--- src/rtl/seq_det_param.sv ---
// seq_det_param: serial detector for a runtime-loadable PAT_W-bit pattern,
// with overlapping/non-overlapping modes and a saturating match counter.
module seq_det_param #(
  parameter int               PAT_W     = 4,
  parameter int               CNT_W     = 8,
  parameter logic [PAT_W-1:0] PAT_RESET = 4'b1011
) (
  input  logic                         clock,
  input  logic                         reset,
  input  logic                         din,
  input  logic                         din_valid,
  input  logic                         overlap,
  input  logic                         load,
  input  logic [PAT_W-1:0]             pattern_in,
  input  logic                         count_clr,
  output logic                         dout,
  output logic [CNT_W-1:0]             match_count,
  output logic [$clog2(PAT_W+1)-1:0]   present_state
);

  localparam int              ST_W = $clog2(PAT_W+1);
  localparam logic [ST_W-1:0] FULL = ST_W'(PAT_W);

  logic [PAT_W-1:0] r_pat;
  logic [PAT_W-1:0] r_hist;
  logic [ST_W-1:0]  r_state;
  logic             r_dout;
  logic [CNT_W-1:0] r_cnt;

  logic [PAT_W-1:0] w_hist_n;
  logic [ST_W-1:0]  w_fill_n;
  logic             w_match;

  // Next history and fill level; the fill gate keeps a cleared history from matching.
  always_comb begin
    w_hist_n = {r_hist[PAT_W-2:0], din};
    if (r_state == FULL) begin
      w_fill_n = FULL;
    end else begin
      w_fill_n = r_state + {{(ST_W-1){1'b0}}, 1'b1};
    end
    w_match = (!load) && din_valid && (w_fill_n == FULL) && (w_hist_n == r_pat);
  end

  // Pattern, history, fill level and detect pulse.
  always_ff @(posedge clock or posedge reset) begin
    if (reset) begin
      r_pat   <= PAT_RESET;
      r_hist  <= '0;
      r_state <= '0;
      r_dout  <= 1'b0;
    end else if (load) begin
      r_pat   <= pattern_in;
      r_hist  <= '0;
      r_state <= '0;
      r_dout  <= 1'b0;
    end else if (din_valid) begin
      r_hist  <= w_hist_n;
      r_dout  <= w_match;
      r_state <= (w_match && !overlap) ? '0 : w_fill_n;
    end else begin
      r_dout  <= 1'b0;
    end
  end

  // Match counter: clear beats a coincident match, increments stick at all ones.
  always_ff @(posedge clock or posedge reset) begin
    if (reset) begin
      r_cnt <= '0;
    end else if (count_clr) begin
      r_cnt <= '0;
    end else if (w_match && (r_cnt != {CNT_W{1'b1}})) begin
      r_cnt <= r_cnt + {{(CNT_W-1){1'b0}}, 1'b1};
    end else begin
      r_cnt <= r_cnt;
    end
  end

  assign dout          = r_dout;
  assign match_count   = r_cnt;
  assign present_state = r_state;

endmodule

--- config.mk ---
export PLATFORM = sky130hd
export DESIGN_NAME = seq_det_param
export DESIGN_NICKNAME = d
export VERILOG_FILES = /design/src/rtl/seq_det_param.sv
export SDC_FILE = /design/constraint.sdc
export NUM_CORES = 1
export LEC_CHECK = 0
export CORE_ASPECT_RATIO = 0.8
export CORE_MARGIN = 3
export CORE_UTILIZATION = 48
export DETAILED_ROUTE_END_ITERATION = 8
export PLACE_DENSITY = 0.81
export SLEW_MARGIN = 20
export SYNTH_ARGS = -nofsm -noshare
export SYNTH_HDL_FRONTEND = slang
export SYNTH_SLANG_ARGS = --single-unit
--- constraint.sdc ---
create_clock -name clock -period 2.3 [get_ports clock]
set_input_delay 0.575 -clock clock [delete_from_list [all_inputs] [get_ports clock]]
set_output_delay 0.575 -clock clock [all_outputs]
set_load 0.02 [all_outputs]
==> impl_metrics.yaml <==
outcome:
  status: "completed"
critical_path:
  worst-path-buf-inv: 1
  arrival_ns: 2.35
  cp-end-kind: "flip-flop"
  crit_chain: "inv_1, ha_1, and3b_1, nor4b_4, nand4_4, or4_1, o211a_1"
  cp-start-kind: "flip-flop"
  worstSetupPathType: "flip-flop to flip-flop"
  cp_top_family: "simple AND/OR/NAND/NOR gates"
  slowest_delay_ns: 0.50
  r2r_cells: 7
  critPathMaxFanout: 7
  cp.depth: 7
  required_ns: 2.50
  cp_slowest_cell: "or4_1"
yosys:
  synth_area_sq_um: 1000
  async_flop_share: 1.00
  synth_warnings: 0
  syn_nets: 111
  syn_avg_cell_area_sq_um: 10.3
  ys_seq_area_frac: 0.478
  synth-seq-cells: 19
  synth-edff-count: 0
  synth_cell_type_count: 30
  syn_inst: 97
  yosys_most_used_dff: "dfrtp_1"
sta:
  slew_headroom: 0.726
  post-route-period-util: 0.935
  max_slew.worst_pin.slew_ns: 0.407
  fmaxAchievable_mhz: 465
  hold_viol: 0
  slew_viol_final: 0
  finalCriticalPeriod_ns: 2.15
  holdWs_ns: 0.547
  rsz0062_at_grt: "false"
  fin_skew_ns: 0.00721
  setup_viol: 0
power_and_ir_drop:
  p_per_area_nw_per_um2: 467
  ir_drop_uv: 371
  p_leak_nw: 0.586
  p_total_w: 0.000616
routing:
  post_drt_wl_per_cell_microns: 14.6
  firstDrtPassIters: 4
  viasPerCell: 5.64
  via_count: 841
  routed_wl_mm: 2.17
  drtAntennaViolNets: 0
  drt_iter0_markers: 21
  drc_errors: 0
cts:
  clock-sinks: 19
  post-cts-setup-buffers: 0
  path_clk_slew_ns: 0.11
  htreeDepth: 1
  cts_root_buf: "clkbuf_4"
  clkLatencyLatePin_ns: 0.30
  clockBufferDepth: 2
  cts_made_buffers: 3
  cts_tree: "done"
place:
  hpwl_mm: 1.59
  io_buffers: 22
  place_inst: 145
  place.gp.congestion: 0.848
min_path:
  hp-class: "flip-flop to flip-flop"
  min_path_cells: 1
finish:
  drive_above_1_share: 0.160
  layout_common_cells: "clkdlybuf4s50_1, dfrtp_1, nand2_1"
  antenna_cells: 0
  final_common_cell: "clkdlybuf4s50_1"
  fin_nets: 140
  instances_no_fill: 149
  fin_util: 0.684
  areaGrowthSynthToFinish_pct: 31.3
floorplan:
  start_util: 0.521
  dieArea_sq_um: 2680
  chipWidth_microns: 57.1
  rows: 14
  die_h_microns: 46.9
  core_area_sq_um: 1930
  pin_count: 23
grt:
  first_global_vias: 763
  grt_antenna_before_repair: 0
  grtUsageTotal: 0.176
  overflow: 0
  grt_pass1_wl_mm: 3.41
  grt_max_degree: 20
flow_run:
  drv_cap: 0
-- synth_stat cells, drive strengths merged (2+ instances only) --
master / n / share of area
a21oi: 4 / 0.020
buf: 3 / 0.014
dfrtp: 16 / 0.40
dfstp: 3 / 0.079
ha: 3 / 0.037
inv: 6 / 0.022
mux2: 5 / 0.056
mux2i: 4 / 0.040
nand2: 9 / 0.034
nand2b: 4 / 0.025
nand3: 3 / 0.015
nand4: 2 / 0.019
nor2: 8 / 0.030
nor2b: 2 / 0.012
nor3: 2 / 0.010
o21ai: 4 / 0.020
o311ai: 3 / 0.026
o41ai: 3 / 0.026
or3: 2 / 0.012
xor2: 3 / 0.026
-- worst reg2reg max path: cells and delay by family, from the launching register on --
family | cells | cell delay, ns
and+or+nand+nor | 4 | 1.22
AOI/OAI and AO/OA | 1 | 0.13
DFF | 1 | 0.42
adders and majority gates | 1 | 0.17
buffers and inverters | 1 | 0.11
-- path summary, 6_finish.rpt --
check	from	slack, ns	endpoint
min	match_count[2]	0.55	match_count[2]
max	present_state[0]	0.15	match_count[6]
min reg2reg	match_count[2]	0.55	match_count[2]
max in group asynchronous	reset	1.45	r_pat[0]
min in group asynchronous	reset	0.58	r_pat[2]
max reg2reg	present_state[0]	0.15	match_count[6]
-- final cells by class --
cell class / count / area (sq um)
multi-input cells: 68 / 493
fillers: 152 / 609
repair buffers: 28 / 265
well taps: 24 / 30.0
clock inverters: 1 / 5.00
flip-flops and latches: 19 / 479
clock buffers: 3 / 22.5
inverters: 6 / 22.5
-- per-stage QoR --
stage	setup WS, ns	instance area (sq um)	setup TNS, ns
after floorplan	0.249	1000	0
after global placement	-0.0292	1280	-0.0292
after detailed placement	-0.0720	1280	-0.200
after CTS	0.152	1310	0
after global routing	0.0145	1320	0
final	0.150	1320	0
-- power breakdown --
part           switching (W)  internal (W)  total (W)
sequential         0.0000102      0.000350   0.000360
combinational      0.0000405     0.0000434  0.0000839
clock               0.000107     0.0000649   0.000172
-- sequential cells by signal, summed over array words and instances (netlist names) --
name / flops
dout: 1
match_count: 8
present_state: 3
r_hist: 3
r_pat: 4
-- what timing repair did --
item | in CTS | in global routing
hold buffers | 0 | 0
resized for setup | 0 | 1
setup endpoints to repair | 0 | 1
-- logic make-up (layout without fill, tap and decap cells) --
group           count (synthesis)  count (layout)  share of synthesized area
simple gates                   37              37                      0.212
flops                          19              19                      0.478
compound gates                 15              15                      0.102
buf+inv                        10              38                     0.0399
mux                             9               9                     0.0960
xor+xnor                        4               4                     0.0349
fa+ha+maj                       3               3                     0.0374
-- layer usage --
layer	wire (microns)	GRT usage	up-vias	share of wire
li1	-	-	401	-
met1	958	0.214	415	0.44
met2	1080	0.296	21	0.50
met3	108	0.0577	4	0.050
met4	25	0.0694	0	0.012
met5	0	0	-	0
(Power assumes the default switching activity.)
